[src/rtl/ssd_scan_driver.sv]
// ssd_scan_driver: multiplexed hex 7-segment scanner with handshaked tear-free loading.
// Ports: clk_i/reset_i clock and async active-high reset; data_i/valid_i/ready_o load
// handshake (nibble k = digit k); blank_i forces the display dark; ssd_o {g..a} segments;
// dig_o per-digit enables.
module ssd_scan_driver #(
  parameter int NUM_DIGITS     = 4,
  parameter int REFRESH_CYCLES = 1000,
  parameter int GUARD_CYCLES   = 2,
  parameter bit SEG_ACTIVE_LOW = 1,
  parameter bit DIG_ACTIVE_LOW = 1,
  parameter bit BLANK_LZ       = 1
) (
  input  logic                    clk_i,
  input  logic                    reset_i,
  input  logic [4*NUM_DIGITS-1:0] data_i,
  input  logic                    valid_i,
  output logic                    ready_o,
  input  logic                    blank_i,
  output logic [6:0]              ssd_o,
  output logic [NUM_DIGITS-1:0]   dig_o
);
  localparam int CW = $clog2(REFRESH_CYCLES);
  localparam int IW = NUM_DIGITS > 1 ? $clog2(NUM_DIGITS) : 1;
  localparam int DW = 4 * NUM_DIGITS;
  logic [CW-1:0] cnt;
  logic [IW-1:0] idx;
  logic [DW-1:0] pend, disp;
  logic full, slot_end, last_dig, wrap, accept, lz, on, run;
  logic [3:0] nib;
  logic [6:0] glyph;
  logic [NUM_DIGITS-1:0] hot;
  assign slot_end = cnt == CW'(REFRESH_CYCLES - 1);
  assign last_dig = idx == IW'(NUM_DIGITS - 1);
  assign wrap     = slot_end && last_dig;
  assign accept   = valid_i && !full;
  assign ready_o  = !full;
  always_ff @(posedge clk_i or posedge reset_i) begin
    if (reset_i) begin
      cnt <= '0;
      idx <= '0;
    end else begin
      cnt <= slot_end ? '0 : cnt + 1'b1;
      if (slot_end) idx <= last_dig ? '0 : idx + 1'b1;
    end
  end
  // Accept only when empty, so a load and a frame-wrap transfer never coincide;
  // a value accepted in the wrap cycle waits for the next wrap.
  always_ff @(posedge clk_i or posedge reset_i) begin
    if (reset_i) begin
      pend <= '0;
      disp <= '0;
      full <= 1'b0;
    end else if (accept) begin
      pend <= data_i;
      full <= 1'b1;
    end else if (wrap && full) begin
      disp <= pend;
      full <= 1'b0;
    end
  end
  // Walk from the top digit down: run stays set while every nibble so far is zero,
  // which is exactly the leading-zero condition for the digit being visited.
  always_comb begin
    nib = '0;
    lz  = 1'b0;
    hot = '0;
    run = 1'b1;
    for (int k = NUM_DIGITS - 1; k >= 0; k--) begin
      run = run && (disp[4*k +: 4] == 4'd0);
      if (IW'(k) == idx) begin
        nib    = disp[4*k +: 4];
        lz     = run && (k > 0);
        hot[k] = 1'b1;
      end
    end
  end
  always_comb begin
    glyph = 7'h7F;
    case (nib)
      4'h0: glyph = 7'h40;
      4'h1: glyph = 7'h79;
      4'h2: glyph = 7'h24;
      4'h3: glyph = 7'h30;
      4'h4: glyph = 7'h19;
      4'h5: glyph = 7'h12;
      4'h6: glyph = 7'h02;
      4'h7: glyph = 7'h78;
      4'h8: glyph = 7'h00;
      4'h9: glyph = 7'h18;
      4'hA: glyph = 7'h08;
      4'hB: glyph = 7'h03;
      4'hC: glyph = 7'h46;
      4'hD: glyph = 7'h21;
      4'hE: glyph = 7'h06;
      default: glyph = 7'h0E;
    endcase
  end
  assign on = !blank_i && (cnt >= CW'(GUARD_CYCLES)) && !(BLANK_LZ && lz);
  // Build active-high patterns, then flip to the board polarity in one XOR.
  always_ff @(posedge clk_i or posedge reset_i) begin
    if (reset_i) begin
      ssd_o <= {7{SEG_ACTIVE_LOW}};
      dig_o <= {NUM_DIGITS{DIG_ACTIVE_LOW}};
    end else begin
      ssd_o <= (on ? ~glyph : 7'h00) ^ {7{SEG_ACTIVE_LOW}};
      dig_o <= (on ? hot : '0) ^ {NUM_DIGITS{DIG_ACTIVE_LOW}};
    end
  end
endmodule

[config.mk]
export PLATFORM = sky130hd
export DESIGN_NAME = ssd_scan_driver
export DESIGN_NICKNAME = d
export VERILOG_FILES = /design/src/rtl/ssd_scan_driver.sv
export SDC_FILE = /design/constraint.sdc
export NUM_CORES = 1
export LEC_CHECK = 0
export BUFFER_PORTS_ARGS = -buffer_cell sky130_fd_sc_hd__buf_2
export CORE_AREA = 5 5 78 80
export DETAILED_ROUTE_END_ITERATION = 6
export DIE_AREA = 0 0 83 85
export GPL_ROUTABILITY_DRIVEN = 0
export GPL_TIMING_DRIVEN = 1
export PLACE_DENSITY = 0.84
export SYNTH_ARGS = -nofsm -noshare
export SYNTH_HDL_FRONTEND = slang
export SYNTH_SLANG_ARGS = --single-unit
[constraint.sdc]
create_clock -name clk_i -period 2.8 [get_ports clk_i]
set_clock_uncertainty 0.15 [all_clocks]
set_input_delay 0.56 -clock clk_i [delete_from_list [all_inputs] [get_ports clk_i]]
set_output_delay 0.56 -clock clk_i [all_outputs]
set_load 0.05 [all_outputs]
# Word-level counts from Yosys, hierarchy flattened
# Memories as Yosys holds them, arrays and structs flattened.
# Index checks and enable logic that the tools add are counted.
dict set report word_totals {
  out_inout_bits 12
  mem_count 1
  elab_cells 54
  ff_bits 56
  inputBits 20
  rom_bits 112
}
dict set report classes {
  bitwise_logic 4
  n_eq_ne 5
  n_reduce_logical 16
  mux 18
  magnitude_cmp 1
  add_sub_neg 2
}
# name words word_bits read_ports rd_ports_with_merged_regs write_ports line
set memory_table {}
lappend memory_table {{(no name shown)} 16 7 1 0 0 79} ;# case (nib)
# operator count
set ops {}
lappend ops {{4-bit 2-to-1 mux} 5}
lappend ops {{7-bit inverter} 2}
lappend ops {{4-bit logical NOT} 3}
lappend ops {{10-bit by 1-bit adder with 10-bit output (second input constant)} 1}
lappend ops {{10-bit == test (second input constant)} 1}
lappend ops {{10-bit by 2-bit greater-or-equal comparator with 1-bit output (second input constant)} 1}
lappend ops {{1-bit 2-to-1 mux} 10}
lappend ops {{10-bit 2-to-1 mux} 1}
lappend ops {{1-bit logical AND} 7}
lappend ops {{7-bit 2-to-1 mux} 1}
lappend ops {{2-bit == test (first input constant)} 2}
lappend ops {{4-bit inverter} 1}
lappend ops {{1-bit logical NOT} 3}
lappend ops {{2-bit by 1-bit adder with 2-bit output (second input constant)} 1}
lappend ops {{1-bit by 2-bit == test with 1-bit output (first input constant)} 1}
lappend ops {{2-bit == test (second input constant)} 1}
lappend ops {{2-bit logical NOT} 1}
lappend ops {{2-bit 2-to-1 mux} 1}
lappend ops {{2-bit AND reduction} 1}
lappend ops {{2-bit nonzero test} 1}
lappend ops {{1-bit inverter} 1}

# Longest topological paths before layout
dict set report logic_depth {
  ltp_word 9
  mapped_depth 11
  ltp_nobuf 10
}

# Worst setup path before layout
# Ideal clock, no wire load.
dict set report synth_path {
  path_kind {reg-to-reg}
  from {register idx[0]}
  to {register ssd_o[3]}
  path_slack_ns 0.081
  path_stages_with_launch 12
  period_less_slack_ns 2.719
  setup_ns 0.091
  path_buffers 1
  t_arrival_ns 2.478
  cell_sequence {dfrtp_1 inv_1 ha_1 buf_6 nor2b_1 a221oi_1 o31ai_1 inv_1 ha_1 mux2i_1 nor2_1 o31ai_1}
}
dict set report synth_via {
  elab_chain_len 9
  elab_cells_between_ends 18
}
# item line
set synth_lines {}
lappend synth_lines {{from (decl)} 26} ;# logic [IW-1:0] idx;
lappend synth_lines {{from (signal assigned)} 43} ;# if (slot_end) idx <= last_dig ? '0 : idx + 1'b1;
lappend synth_lines {{2-bit == test} 70} ;# if (IW'(k) == idx) begin
lappend synth_lines {{4-bit 2-to-1 mux or 1-bit 2-to-1 mux (tied branches) (4 in series)} 70}
lappend synth_lines {{memory 16 x 7 bit or 1-bit logical NOT (tied branches)} n/a}
lappend synth_lines {{7-bit inverter or 1-bit logical AND (tied branches)} {105, 98}}
lappend synth_lines {{7-bit 2-to-1 mux *} 105} ;# ssd_o <= (on ? ~glyph : 7'h00) ^ {7{SEG_ACTIVE_LOW}};
lappend synth_lines {{7-bit inverter (no line) *} n/a}
lappend synth_lines {{to (signal assigned)} 102} ;# ssd_o <= {7{SEG_ACTIVE_LOW}};
lappend synth_lines {{to (signal assigned)} 105}
lappend synth_lines {{to (decl)} 19} ;# output logic [6:0] ssd_o,
# Mark *: on every way between the ends. The rest lies on a longest branch, timed or not.
# A chain may end at the register's enable or synchronous reset.

# Worst setup path in the final report
dict set report layout_path {
  from {register idx[1]}
  to {register ssd_o[3]}
}
# The elaborated chain is that of the path after synthesis.

==> impl_results.md <==
- Synth Instances: ~220
- Complex-gate fraction of the synthesized area: under 10%
- Iter 0 DRT Violations: between 100 and 150
- Cell taking the most area after synthesis: dfrtp_1
- Synth Warn #: 0
- # rows: 27
- Number of synthesized flops with an enable pin: 0
- VDD IR max: roughly 360 µV
- P_leak: around 1.5 nW
- Slew HR: 45.0%
- Slew Limit Fails: 0
- CTS Hold Bufs: 0
- Vias in the first global route: 1,831
- Non-Filler Instances: 328
- Status: completed
- DR vias: between 1,500 and 2,000
- Worst EP arrival: 2610 ps
- Critical path launch point type: flop
- Ys async rst share: between 90% and 100%
- Starting Density: between 50% and 60%
- Post-Synth XOR/XNOR Area: roughly 1.9%
- DR vias/cell: between 5 and 6
- Mapped cell area: 2700 µm²
- HPWL after DPL: ~3500 µm
- ANT nets after route: 0
- Fin crit period: ~2500 ps
- Final WS setup: between 200 and 300 ps
- Most common flop cell mapped by yosys: dfrtp_1
- Port Buf Inserts: 31
- Area grow syn2layout: 14.4%
- H-Tree Level Count: 2
- N_diodes: 0
- Deepest clock path buffer count: 2
- Max Freq: approximately 400 MHz
- Register bit total from synthesis: between 50 and 60
- Largest family of logic cells by synthesized area: multiplexers
- Pre-CTS setup slack: between 70 and 80 ps
- Synth area leaders: dfrtp_1 (42%), dfstp_2 (11%), mux2_2 (9.6%), ha_1 (5.6%), mux2_1 (3.8%)
- DR WL/cell: around 15 µm
- Clk_lat worst skew: around 300 ps
- # clock sinks: 56
- WP data required: 2870 ps
- WS Path Type: reg -> reg
- Proportion of netlist area held by the largest area contributor: 41.8%
- CTS Buf Count: 5
- Hold Vio Cnt, Final: 0
- Register area share after synthesis: approximately 53%
- Actual slew at the worst max-slew pin: ~820 ps
- Critical Path End Type: flop
- Adder-cell share of the synthesized area: around 5.6%
- Largest net degree at the start of global routing: 43
- Reg clk slew, reported paths: 90 ps
- GRT Total Usage: 14.9%
- Period utilization: around nine tenths
- Placed cell count: 321
- MaxCap Viol Count: 0
- Grt total ovfl: 0
- Cell Pwr Density: between 500 and 600 nW/µm²
- Die area: between 7000 and 8000 µm²
- Detailed Route WL: between 4000 and 5000 µm
- Syn_nets: approximately 250
- Mux cell area share after synthesis: 14.9%
- CP Max Fanout: 6
- Initial antenna violation count: 0
- Layout Nets: roughly 290
- Synth cell types: 46
- Die W: 83 µm
- Simple-gate share of the synthesized area: 11.7%
- Root Buffer: clkbuf_8
- Count leader, synth: dfrtp_1
- Share of cells above drive strength 1: around 37%
- Post-synth top cells: dfrtp_1 (45), mux2_2 (23), nor2_1 (17)
- Final setup vio count: 0
- First-pass DRT Iterations: 4
- IO Count: 32
- Setup TNS: 0 ps
- Synthesized area per cell: about 12 µm²
- RSZ-0062 raised after global routing: false
- Die Y: roughly 85 µm
- TritonCTS clock tree: built
- HP Class: in -> async
- Post-route DRC: 0
- First-pass GRT wire length: 8650 µm
- Core ar.: between 5000 and 6000 µm²
-- worst paths after layout --
check	startpoint	endpoint	slack, ps	cells after the start
hold / removal	reset_i	cnt[6]$_DFF_PP0_	260	2
max in group asynchronous	reset_i	disp[4]$_DFFE_PP0P_	1600	3
min in group clk_i	valid_i	full$_DFFE_PP0P_	330	3
setup / recovery	idx[1]$_DFFE_PP0N_	ssd_o[3]$_DFF_PP1_	260	9
setup reg to reg	idx[1]$_DFFE_PP0N_	ssd_o[3]$_DFF_PP1_	260	9
hold reg to reg	cnt[0]$_DFF_PP0_	cnt[0]$_DFF_PP0_	340	1
-- per-layer routing --
metal	routed length [µm]	up-vias	global-route usage, %
met5	0	-	0
met4	121	0	5.50
met3	218	13	3.88
met2	2320	54	24.1
met1	2210	870	19.3
li1	-	853	-
-- report_power, final --
| part | switching [mW] | leakage, nW | internal, mW | total (mW) |
|---|---|---|---|---|
| logic | 0.0487 | 0.705 | 0.0365 | 0.0852 |
| registers | 0.0151 | 0.700 | 0.844 | 0.859 |
| clock network | 0.246 | 0.0642 | 0.352 | 0.598 |
| total | 0.310 | 1.47 | 1.23 | 1.54 |
-- sequential cells by signal, summed over array words and instances, names as in the netlist --
register,count
full,1
ssd_o,7
cnt,10
pend,16
dig_o,4
idx,2
disp,16
-- critical path, cell delays in order, from the launching register on --
cell,delay (ps)
dfrtp_1,450
ha_2,250
nor2b_2,180
a221o_1,300
a22oi_2,150
inv_1,110
ha_1,370
mux2i_1,200
nor2_1,50
o31ai_1,240
-- cell type report --
| cell class | count | area (µm²) |
|---|---|---|
| clock inverters | 2 | 60.1 |
| repair buffers | 38 | 208 |
| clock buffers | 5 | 68.8 |
| flip-flops and latches | 56 | 1420 |
| well taps | 72 | 90.1 |
| multi-input cells | 145 | 1200 |
| fillers | 466 | 2250 |
| inverters | 10 | 37.5 |
-- metrics by stage --
stage | power, mW | hold WS, ps | cell area, µm² | utilization [%]
floorplan | 0.929 | 305 | 2700 | -
global placement | 0.958 | 322 | 2930 | 54.9
detailed placement | 0.962 | 327 | 2930 | 54.9
CTS | 1.55 | 295 | 3060 | 57.3
global route | 1.60 | 327 | 3080 | 57.8
finish | 1.54 | 263 | 3080 | 57.8
-- cell usage in the layout (no fill, tap or decap), drive strengths merged, types with 3 or more instances in the layout --
cell    netlist  final
a211oi        4      4
o31ai         3      3
ha           12     12
clkbuf        2      5
dfstp        11     11
nand2        14     14
mux2         32     32
a221oi        3      3
nor3          5      5
a21oi         4      4
nor2b         4      4
nor2         18     18
nand3         4      4
dfrtp        45     45
nor4          3      3
inv          10     10
buf           6     38
mux2i         4      4
xor2          4      4
and3          3      3
o21ai         5      5
-- cells by family after synthesis --
family	count (synthesis)
AND/OR/NAND/NOR	60
flip-flops	56
multiplexers	36
AO/OA/AOI/OAI	31
buffers and inverters	18
adder cells (fa/ha/maj)	12
XOR/XNOR	6
-- timing repair --
action                     CTS  global route
setup buffers                0             0
setup endpoints to repair    0             2
gates resized for setup      0             6
Power figures use the tool's default switching activity.
